[src/rtl/ps2_scan_rx.sv]
// ps2_scan_rx: PS/2 keyboard frame receiver and scan-code decoder with E0/F0 prefix stripping
// Ports: clock/resetn (async active-low) system clock and reset; ps2_clk/ps2_dat raw keyboard lines;
//        code_valid strobe with code/code_ext/code_break; frame_err strobe on stop/parity/timeout errors.
// Build option: define PS2_PARITY_CHECK_EN to enforce odd parity on each frame.
module ps2_scan_rx #(
  parameter int TIMEOUT_CYCLES = 50000
) (
  input  logic       clock,
  input  logic       resetn,
  input  logic       ps2_clk,
  input  logic       ps2_dat,
  output logic       code_valid,
  output logic [7:0] code,
  output logic       code_ext,
  output logic       code_break,
  output logic       frame_err
);
  localparam int CW = $clog2(TIMEOUT_CYCLES + 1);
  typedef enum logic [1:0] {IDLE, DATA, PARITY, STOP} state_t;
  state_t state, state_n;
  logic [1:0] clk_sync, dat_sync;
  logic clk_q, ext, brk;
  logic [2:0] bit_cnt;
  logic [7:0] shift;
  logic [CW-1:0] idle_cnt;
  logic dat, fall, sat, timeout, par_ok, stop_ok, stop_bad, is_code;
  assign dat = dat_sync[1];
  assign fall = clk_q & ~clk_sync[1];
  assign sat = idle_cnt == CW'(TIMEOUT_CYCLES);
  assign timeout = (state != IDLE) && sat;
  assign is_code = stop_ok && shift != 8'hE0 && shift != 8'hF0;
`ifdef PS2_PARITY_CHECK_EN
  logic par;
  always_ff @(posedge clock or negedge resetn)
    if (!resetn) par <= 1'b0;
    else if (fall && state == PARITY) par <= dat;
  assign par_ok = ^{shift, par};
`else
  assign par_ok = 1'b1;
`endif
  always_ff @(posedge clock or negedge resetn)
    if (!resetn) state <= IDLE;
    else state <= state_n;
  always_comb begin
    state_n = state;
    stop_ok = 1'b0;
    stop_bad = 1'b0;
    if (timeout) state_n = IDLE;
    else if (fall)
      case (state)
        IDLE:    state_n = dat ? IDLE : DATA;
        DATA:    state_n = bit_cnt == 3'd7 ? PARITY : DATA;
        PARITY:  state_n = STOP;
        STOP: begin
          state_n = IDLE;
          stop_ok = dat & par_ok;
          stop_bad = ~(dat & par_ok);
        end
        default: state_n = IDLE;
      endcase
  end
  always_ff @(posedge clock or negedge resetn)
    if (!resetn) begin
      clk_sync <= 2'b11;
      dat_sync <= 2'b11;
      clk_q <= 1'b1;
      bit_cnt <= '0;
      shift <= '0;
      idle_cnt <= '0;
      ext <= 1'b0;
      brk <= 1'b0;
      code_valid <= 1'b0;
      frame_err <= 1'b0;
      code <= '0;
      code_ext <= 1'b0;
      code_break <= 1'b0;
    end else begin
      clk_sync <= {clk_sync[0], ps2_clk};
      dat_sync <= {dat_sync[0], ps2_dat};
      clk_q <= clk_sync[1];
      idle_cnt <= fall ? '0 : sat ? idle_cnt : idle_cnt + 1'b1;
      if (fall && state == DATA) begin
        shift <= {dat, shift[7:1]};
        bit_cnt <= bit_cnt + 1'b1;
      end
      if (timeout) bit_cnt <= '0;
      code_valid <= is_code;
      frame_err <= timeout | stop_bad;
      if (is_code) begin
        code <= shift;
        code_ext <= ext;
        code_break <= brk;
      end
      ext <= (timeout | stop_bad | is_code) ? 1'b0 : (stop_ok && shift == 8'hE0) ? 1'b1 : ext;
      brk <= (timeout | stop_bad | is_code) ? 1'b0 : (stop_ok && shift == 8'hF0) ? 1'b1 : brk;
    end
endmodule
[config.mk]
export PLATFORM = sky130hd
export DESIGN_NAME = ps2_scan_rx
export DESIGN_NICKNAME = d
export VERILOG_FILES = /design/src/rtl/ps2_scan_rx.sv
export SDC_FILE = /design/constraint.sdc
export NUM_CORES = 1
export LEC_CHECK = 0
export CORE_ASPECT_RATIO = 1.75
export CORE_MARGIN = 2
export CORE_UTILIZATION = 45
export CTS_CLUSTER_DIAMETER = 30
export DETAILED_ROUTE_END_ITERATION = 12
export HOLD_SLACK_MARGIN = 0.15
export PLACE_DENSITY = 0.7
export SYNTH_ARGS = -nofsm -noshare
export SYNTH_HDL_FRONTEND = slang
export SYNTH_SLANG_ARGS = --single-unit
[constraint.sdc]
create_clock -name clock -period 4.8 [get_ports clock]
set_input_delay 0.96 -clock clock [delete_from_list [all_inputs] [get_ports clock]]
set_output_delay 0.96 -clock clock [all_outputs]
set_load 0.005 [all_outputs]
==> summary.json, run 1 <==
{
  "outcome": "complete, no violations",
  "dpl_worst_slack_ns": 1.891,
  "ys_seq_area_frac": 0.5610,
  "finalHoldViolations": 0,
  "async_flop_share": 1.000,
  "tritoncts_clock_tree": "built",
  "synth_largest_type_area_fraction": 0.5000,
  "crit_type": "flop to flop",
  "crit_chain": "nor2b_1 > and4_1 > and3_1 > mux2_2",
  "routed-via-count": 1388,
  "fp.dieArea_um2": 5373,
  "yosys-top-cells-area": "dfrtp_1, dfstp_2, mux2_2",
  "p_per_area_nw_per_um2": 466.4,
  "postSynthRegisterBits": 48,
  "critPathBufInv": 0,
  "path_depth": 4,
  "finClkSkew_ns": 0.01124,
  "die_w_um": 56.28,
  "clk_pin_slew_ns": 0.09,
  "number_of_global_route_vias_before_repair": 1490,
  "core_area_um2": 4624,
  "placement_rows": 33,
  "crit_path_start_kind": "flop",
  "post_synth.cell_area_avg_um2": 12.30,
  "commonest_cells_post_synth": "dfrtp_1, nor2_1, mux2_2",
  "reg2reg_depth": 4,
  "worstPathMaxFanout": 18,
  "floorplan.initialDensity": 0.4654,
  "max_freq_mhz": 341.1,
  "largest_net_degree_at_the_start_of_global_routing": 49,
  "end_kind": "flop",
  "via_per_inst": 5.712,
  "ys_flop_type": "dfrtp_1",
  "drt_wl_total_mm": 3.845,
  "drtIter0Drc": 35,
  "slew-limit-headroom": 0.1696,
  "diodes": 0,
  "whs_path_depth": 0,
  "synth_enable_flop_cells": 0,
  "critPathTopFamily": "simple AND/OR/NAND/NOR gates",
  "area.growth.synth_to_final_pct": 11.34,
  "leakage_component_of_the_power_nw": 1.065,
  "io_buffers": 15,
  "finalWorstPathRequiredPeriod_ns": 2.931,
  "nNetsFinal": 198,
  "syn_inst": 175,
  "initial_antenna_violation_count": 0,
  "worst_skew_pair.late_latency_ns": 0.31,
  "ant_nets": 0,
  "fin_hold_ws_ns": 0.3590,
  "rsz_0062_raised_after_global_routing": "no",
  "synth_top_area_cell": "dfrtp_1",
  "maxSlewViolCount": 0,
  "hold_path_class": "flop to flop",
  "yosys.cell_count.top_type": "dfrtp_1",
  "post_dr_wirelength_cell_um": 15.82,
  "peakVddDrop_mv": 0.2479,
  "clockBufferDepth": 2,
  "syn-num-nets": 183,
  "grt_remaining_overflow": 0,
  "cts.hold.buffers_added": 0,
  "report.final.setup_viol": 0,
  "global_route_wire_length_before_repair_mm": 6.824,
  "synthDistinctLibCells": 39,
  "gp_congestion": 0.7590,
  "detailed_place_hpwl_mm": 2.798,
  "postLayoutSetupSlackWorst_ns": 1.869,
  "ys_warn_count": 0,
  "grt_util_all_layers": 0.1627,
  "drv.max_cap_violation_count": 0,
  "clock_sink_count": 48,
  "min_period_over_period": 0.6107,
  "totalNegativeSetupSlack_ns": 0,
  "dr.pass1.iters": 5,
  "drive_gt1_frac": 0.1832,
  "clk_root_buffer_cell": "clkbuf_8",
  "place.detailed.instances": 235,
  "remaining_drc_errors": 0,
  "cp_slowest_cell": "nor2b_1",
  "post-route-util": 0.5181,
  "die-height_um": 95.48,
  "design.portCount": 16,
  "finalNonFillerCells": 243,
  "h_tree_depth_reported_by_cts": 2,
  "postCtsSetupRepairBufs": 0,
  "cts_inserted_buffers": 5,
  "post_cts.resized_instances": 0,
  "worst_slew_pin_slew_ns": 1.243,
  "cp_data_required_time_ns": 4.99,
  "worst-endpoint-arrival_ns": 3.13,
  "synthesis.area_um2": 2152,
  "cpPeakStageDelay_ns": 0.96
}
-- worst register-to-register path, cell delays in order (launching register included) --
cell,delay (ns)
dfstp_2,0.55
nor2b_1,0.96
and4_1,0.37
and3_1,0.54
mux2_2,0.40
-- worst paths after layout --
kind / from / slack, ns / end
max: clk_q / 1.87 / code[2]
min: dat_sync[0] / 0.36 / dat_sync[1]
max reg2reg: clk_q / 1.87 / code[2]
min reg2reg: dat_sync[0] / 0.36 / dat_sync[1]
max in group asynchronous: resetn / 3.33 / idle_cnt[1]
min in group asynchronous: resetn / 0.81 / code[6]
-- state kept, by name, indices dropped and copies added, names as in the netlist --
name and cells:
clk_sync 2, state 2, frame_err 1, bit_cnt 3, code 8, ext 1, brk 1, idle_cnt 16
dat_sync 2, shift 8, code_valid 1, code_ext 1, code_break 1, clk_q 1
-- per-layer routing --
metal  vias up  share of wire  global-route usage  routed length, µm
li1        657              -                   -                  -
met1       691           0.39              0.1758               1499
met2        32           0.56              0.3069               2152
met3         8          0.030             0.02985                117
met4         0          0.019             0.06746                 74
met5         -              0                   0                  0
-- metrics by stage --
step	area (µm²)	power, W
final	2396	0.001118
after global routing	2396	0.001189
after CTS	2396	0.001132
after floorplan	2152	0.0007665
after global placement	2308	0.0008703
after detailed placement	2308	0.0008946
-- final cells by class --
| cell class | instances | area, µm² |
|---|---|---|
| multi-input combinational | 115 | 872.1 |
| timing repair buffer | 15 | 145.1 |
| clock buffer | 5 | 68.82 |
| tap | 52 | 65.06 |
| inverter | 5 | 18.77 |
| sequential | 48 | 1207 |
| fill | 411 | 2228 |
| clock inverter | 3 | 18.77 |
-- where the power goes --
| part | switching, W | internal, W |
|---|---|---|
| combinational | 0.000105 | 0.000170 |
| sequential | 0.0000949 | 0.000510 |
| clock | 0.000136 | 0.000102 |
-- placed cells by master, fill, tap and decap left out, drive strengths merged, types with 4 or more instances in the layout --
cell type      Yosys  routed
mux2              14      14
or3                4       4
xor2               8       8
a21oi              7       7
nand2              7       7
dfstp              5       5
inv                5       5
ha                 4       4
clkdlybuf4s50      0      14
nor2              16      16
nand3              8       8
and4               4       4
nand4              4       4
clkbuf             2       5
o21ai              4       4
dfrtp             43      43
-- kinds of logic after synthesis --
logic type	after synthesis	share of synthesized area
simple gates	63	0.1861
fa+ha+maj	4	0.02326
flops	48	0.5610
buf+inv	12	0.03372
mux	17	0.09419
xor+xnor	10	0.04070
compound gates	21	0.06105
(Power assumes the default switching activity.)
==> inputs of run 2 (changes only) <==
--- a/config.mk
+++ b/config.mk
@@ -11,7 +11,7 @@
 export CTS_CLUSTER_DIAMETER = 30
 export DETAILED_ROUTE_END_ITERATION = 12
 export HOLD_SLACK_MARGIN = 0.15
-export PLACE_DENSITY = 0.7
+export PLACE_DENSITY = 0.72
 export SYNTH_ARGS = -nofsm -noshare
 export SYNTH_HDL_FRONTEND = slang
 export SYNTH_SLANG_ARGS = --single-unit
==> constraint.sdc (replaced) <==
create_clock -name clock -period 2.5 [get_ports clock]
set_input_delay 0.5 -clock clock [delete_from_list [all_inputs] [get_ports clock]]
set_output_delay 0.5 -clock clock [all_outputs]
set_load 0.005 [all_outputs]
==> summary.json, run 2 (synthesis gave the netlist of run 1 again) <==
{
  "cpPeakStageDelay_ns": 0.44,
  "fp.dieArea_um2": 5373,
  "worstPathMaxFanout": 13,
  "routed-via-count": 1372,
  "dpl_worst_slack_ns": 0.4348,
  "worst_skew_pair.late_latency_ns": 0.30,
  "cts.hold.buffers_added": 0,
  "via_per_inst": 5.555,
  "end_kind": "flop",
  "post_cts.resized_instances": 0,
  "placement_rows": 33,
  "finClkSkew_ns": 0.009817,
  "worst-endpoint-arrival_ns": 2.26,
  "io_buffers": 15,
  "diodes": 0,
  "global_route_wire_length_before_repair_mm": 6.796,
  "power.share.combinational": 0.236,
  "top_register": "idle_cnt",
  "report.final.setup_viol": 0,
  "core_area_um2": 4624,
  "gp_congestion": 0.7569,
  "largestRegisters": "idle_cnt (16), code (8), shift (8)",
  "initial_antenna_violation_count": 0,
  "remaining_drc_errors": 0,
  "internal-power_w": 0.001611,
  "min_period_over_period": 0.8298,
  "drive_gt1_frac": 0.1949,
  "maxSlewViolCount": 0,
  "flip_flop_count_of_the_largest_register_all_copies_and_words_added": 16,
  "postLayoutSetupSlackWorst_ns": 0.4255,
  "p_sw_w": 0.0006323,
  "critPathBufInv": 1,
  "number_of_global_route_vias_before_repair": 1413,
  "cts_inserted_buffers": 5,
  "drtIter0Drc": 20,
  "peakVddDrop_mv": 0.5713,
  "outcome": "complete, no violations",
  "cp_data_required_time_ns": 2.69,
  "clk_root_buffer_cell": "clkbuf_8",
  "nNetsFinal": 202,
  "dr.pass1.iters": 4,
  "drt_wl_total_mm": 3.807,
  "drv.max_cap_violation_count": 0,
  "p_clk_frac": 0.245,
  "critPathTopFamily": "simple AND/OR/NAND/NOR gates",
  "clk_pin_slew_ns": 0.09,
  "design.portCount": 16,
  "layout_commonest_cell": "dfrtp_1",
  "die_w_um": 56.28,
  "post-layout-total-power_w": 0.002243,
  "crit_path_start_kind": "flop",
  "power.sequential.fraction": 0.520,
  "crit_chain": "inv_1 > ha_1 > nor4b_4 > nand4_4 > and3_1 > mux2_4",
  "totalNegativeSetupSlack_ns": 0,
  "clock_sink_count": 48,
  "max_freq_mhz": 482.1,
  "detailed_place_hpwl_mm": 2.798,
  "finalHoldViolations": 0,
  "post-route-util": 0.5290,
  "layout_common_cells": "dfrtp_1, nor2_1, clkdlybuf4s50_1",
  "crit_type": "flop to flop",
  "tritoncts_clock_tree": "built",
  "floorplan.initialDensity": 0.4654,
  "cp_slowest_cell": "dfrtp_1",
  "post_dr_wirelength_cell_um": 15.41,
  "grt_util_all_layers": 0.1669,
  "finalWorstPathRequiredPeriod_ns": 2.074,
  "leakage_component_of_the_power_nw": 1.092,
  "worst_slew_pin_slew_ns": 0.6553,
  "p_per_area_nw_per_um2": 916.9,
  "fill_cells": 412,
  "ant_nets": 0,
  "fin_hold_ws_ns": 0.2149,
  "power.switching_fraction": 0.2819,
  "postCtsSetupRepairBufs": 0,
  "die-height_um": 95.48,
  "grt_remaining_overflow": 0,
  "area.growth.synth_to_final_pct": 13.66,
  "rsz_0062_raised_after_global_routing": "no",
  "clockBufferDepth": 2,
  "hold_path_class": "input pin to async pin",
  "largest_net_degree_at_the_start_of_global_routing": 31,
  "slew-limit-headroom": 0.5632,
  "h_tree_depth_reported_by_cts": 2
}
[run 2: routing by layer]
metal | GRT usage | vias to the layer above | wire [µm]
met5 | 0 | - | 0
met4 | 0.08929 | 0 | 95
met3 | 0.03256 | 7 | 91
li1 | - | 658 | -
met2 | 0.3049 | 17 | 2145
met1 | 0.1790 | 690 | 1475
[run 2: worst paths after layout]
path | startpoint | end | slack (ns) | depth (start not counted)
worst max-delay path | idle_cnt[0] | code_break | 0.43 | 6
worst min-delay path | resetn | code[0] | 0.21 | 1
worst max register to register | idle_cnt[0] | code_break | 0.43 | 6
worst min register to register | dat_sync[0] | dat_sync[1] | 0.36 | 0
max in group asynchronous | resetn | code_break | 1.68 | 2
min in group clock | dat_sync[0] | dat_sync[1] | 0.36 | 0
[run 2: final cells by class]
| class | instances | area, µm² | share of cell area |
|---|---|---|---|
| clock buffer | 6 | 72.57 | 0.02967 |
| clock inverter | 2 | 35.03 | 0.01432 |
| inverter | 5 | 18.77 | 0.007673 |
| multi-input combinational | 115 | 872.1 | 0.3565 |
| sequential | 48 | 1207 | 0.4936 |
| tap | 52 | 65.06 | 0.02660 |
| timing repair buffer | 19 | 175.2 | 0.07161 |
[run 2: worst reg2reg max path, delay by kind of cell, from the launching register on]
kind,cells,cell delay [ns]
flops,1,0.44
fa+ha+maj,1,0.15
simple gates,3,0.88
mux,1,0.37
buf+inv,1,0.11
[run 2: metrics by stage]
stage	cells	area [µm²]
3_5_place_dp	239	2338
4_1_cts	247	2446
3_3_place_gp	239	2338
5_1_grt	247	2446
2_1_floorplan	175	2152
6_report	247	2446
[run 2: power by group through the flow]
| stage | logic [W] | registers, W | clock network (W) |
|---|---|---|---|
| after detailed placement | 0.000540 | 0.00118 | 0 |
| after CTS | 0.000543 | 0.00117 | 0.000569 |
| after global routing | 0.000597 | 0.00120 | 0.000601 |
| after global placement | 0.000516 | 0.00117 | 0 |
| final | 0.000528 | 0.00117 | 0.000549 |
| after floorplan | 0.000345 | 0.00113 | 0 |
==> inputs of run 3 (changes only) <==
--- a/config.mk
+++ b/config.mk
@@ -11,7 +11,7 @@
 export CTS_CLUSTER_DIAMETER = 30
 export DETAILED_ROUTE_END_ITERATION = 12
 export HOLD_SLACK_MARGIN = 0.15
-export PLACE_DENSITY = 0.72
+export PLACE_DENSITY = 0.7
 export SYNTH_ARGS = -nofsm -noshare
 export SYNTH_HDL_FRONTEND = slang
 export SYNTH_SLANG_ARGS = --single-unit
==> constraint.sdc (replaced) <==
create_clock -name clock -period 2.2 [get_ports clock]
set_input_delay 0.44 -clock clock [delete_from_list [all_inputs] [get_ports clock]]
set_output_delay 0.44 -clock clock [all_outputs]
set_load 0.005 [all_outputs]
==> summary.json, run 3 (synthesis gave the netlist of run 1 again) <==
{
  "outcome": "complete, no violations",
  "routed-via-count": 1435,
  "post_dr_wirelength_cell_um": 15.49,
  "global_route_wire_length_before_repair_mm": 6.658,
  "dpl_worst_slack_ns": 0.1607,
  "min_period_over_period": 0.9224,
  "cp_slowest_cell": "dfstp_2",
  "worst_slew_pin_slew_ns": 0.5767,
  "p_per_area_nw_per_um2": 1009,
  "worst_skew_pair.late_latency_ns": 0.30,
  "clk_pin_slew_ns": 0.09,
  "dr.pass1.iters": 4,
  "drt_wl_total_mm": 3.858,
  "clockBufferDepth": 2,
  "finalHoldViolations": 0,
  "leakage_component_of_the_power_nw": 1.089,
  "hold_path_class": "flop to flop",
  "placement_rows": 33,
  "cts_inserted_buffers": 5,
  "diodes": 0,
  "post-route-util": 0.5306,
  "totalNegativeSetupSlack_ns": 0,
  "post_cts.resized_instances": 0,
  "largestRegisters": "idle_cnt (16), code (8), shift (8)",
  "gp_congestion": 0.7454,
  "maxSlewViolCount": 0,
  "drtIter0Drc": 21,
  "flip_flop_count_of_the_largest_register_all_copies_and_words_added": 16,
  "ant_nets": 0,
  "groute.layer.met1.usage": 0.1643,
  "io_buffers": 15,
  "floorplan.initialDensity": 0.4654,
  "drive_gt1_frac": 0.2030,
  "drv.max_cap_violation_count": 0,
  "worst-endpoint-arrival_ns": 2.22,
  "design.portCount": 16,
  "end_kind": "flop",
  "clock_sink_count": 48,
  "globalRoute.busiestLayer": "met2",
  "gr-usage-met2": 0.3147,
  "tritoncts_clock_tree": "built",
  "fp.dieArea_um2": 5373,
  "postLayoutSetupSlackWorst_ns": 0.1706,
  "via_per_inst": 5.763,
  "peakVddDrop_mv": 0.5546,
  "crit_path_start_kind": "flop",
  "nNetsFinal": 204,
  "top_register": "idle_cnt",
  "initial_antenna_violation_count": 0,
  "layout_common_cells": "dfrtp_1, nor2_1, clkdlybuf4s50_1",
  "rsz_0062_raised_after_global_routing": "no",
  "report.final.setup_viol": 0,
  "cpPeakStageDelay_ns": 0.55,
  "clk_root_buffer_cell": "clkbuf_8",
  "largest_net_degree_at_the_start_of_global_routing": 24,
  "core_area_um2": 4624,
  "grt_remaining_overflow": 0,
  "grt.met3_usage": 0.03256,
  "max_freq_mhz": 492.8,
  "die-height_um": 95.48,
  "die_w_um": 56.28,
  "number_of_global_route_vias_before_repair": 1480,
  "finClkSkew_ns": 0.006235,
  "slew-limit-headroom": 0.6155,
  "cp_data_required_time_ns": 2.39,
  "critPathBufInv": 0,
  "critPathTopFamily": "simple AND/OR/NAND/NOR gates",
  "crit_type": "flop to flop",
  "crit_chain": "nor2b_1 > and4_1 > and3_1 > mux2_2",
  "area.growth.synth_to_final_pct": 14.01,
  "h_tree_depth_reported_by_cts": 2,
  "grt_util_all_layers": 0.1607,
  "remaining_drc_errors": 0,
  "layout_commonest_cell": "dfrtp_1",
  "finalWorstPathRequiredPeriod_ns": 2.029,
  "worstPathMaxFanout": 13,
  "detailed_place_hpwl_mm": 2.876
}
run 3: through the flow:
step | cell area [µm²] | total power, W | cells | hold slack (ns)
6_report | 2454 | 0.002476 | 249 | 0.3579
5_1_grt | 2454 | 0.002636 | 249 | 0.3612
4_1_cts | 2454 | 0.002509 | 249 | 0.3597
3_5_place_dp | 2346 | 0.001958 | 240 | 0.3476
3_3_place_gp | 2346 | 0.001910 | 240 | 0.3470
2_1_floorplan | 2152 | 0.001672 | 175 | 0.1444
run 3: layer usage:
metal / part of all wire / wire length [µm]
met3: 0.032 / 122
met1: 0.36 / 1404
met2: 0.59 / 2271
met4: 0.015 / 59
met5: 0 / 0
run 3: layout make-up:
cell class / count / area, µm²
Clock buffer: 6 / 82.58
Clock inverter: 2 / 15.01
Fill cell: 421 / 2171
Inverter: 5 / 18.77
Multi-Input combinational cell: 115 / 872.1
Sequential cell: 48 / 1207
Tap cell: 52 / 65.06
Timing Repair Buffer: 21 / 192.7
run 3: worst paths after layout:
| kind | cells after the start | startpoint | end | slack, ns |
|---|---|---|---|---|
| worst max register to register | 4 | clk_q | code[2] | 0.17 |
| worst max-delay path | 4 | clk_q | code[2] | 0.17 |
| worst min register to register | 0 | dat_sync[0] | dat_sync[1] | 0.36 |
| max in group asynchronous | 3 | resetn | idle_cnt[0] | 0.97 |
| worst min-delay path | 0 | dat_sync[0] | dat_sync[1] | 0.36 |
| min in group asynchronous | 2 | resetn | code[5] | 0.63 |
run 3: what timing repair did:
| action | in CTS | in global routing |
|---|---|---|
| hold buffers | 1 | 0 |
| buffers inserted | 0 | 0 |
| endpoints found under the setup margin | 0 | 0 |
| hold endpoints to repair | 16 | 0 |
run 3: power breakdown:
part	switching [W]	total, W	internal, W
clock network	0.000289	0.000543	0.000254
logic	0.000230	0.000611	0.000381
registers	0.000209	0.00132	0.00111
total	0.000728	0.00248	0.00175
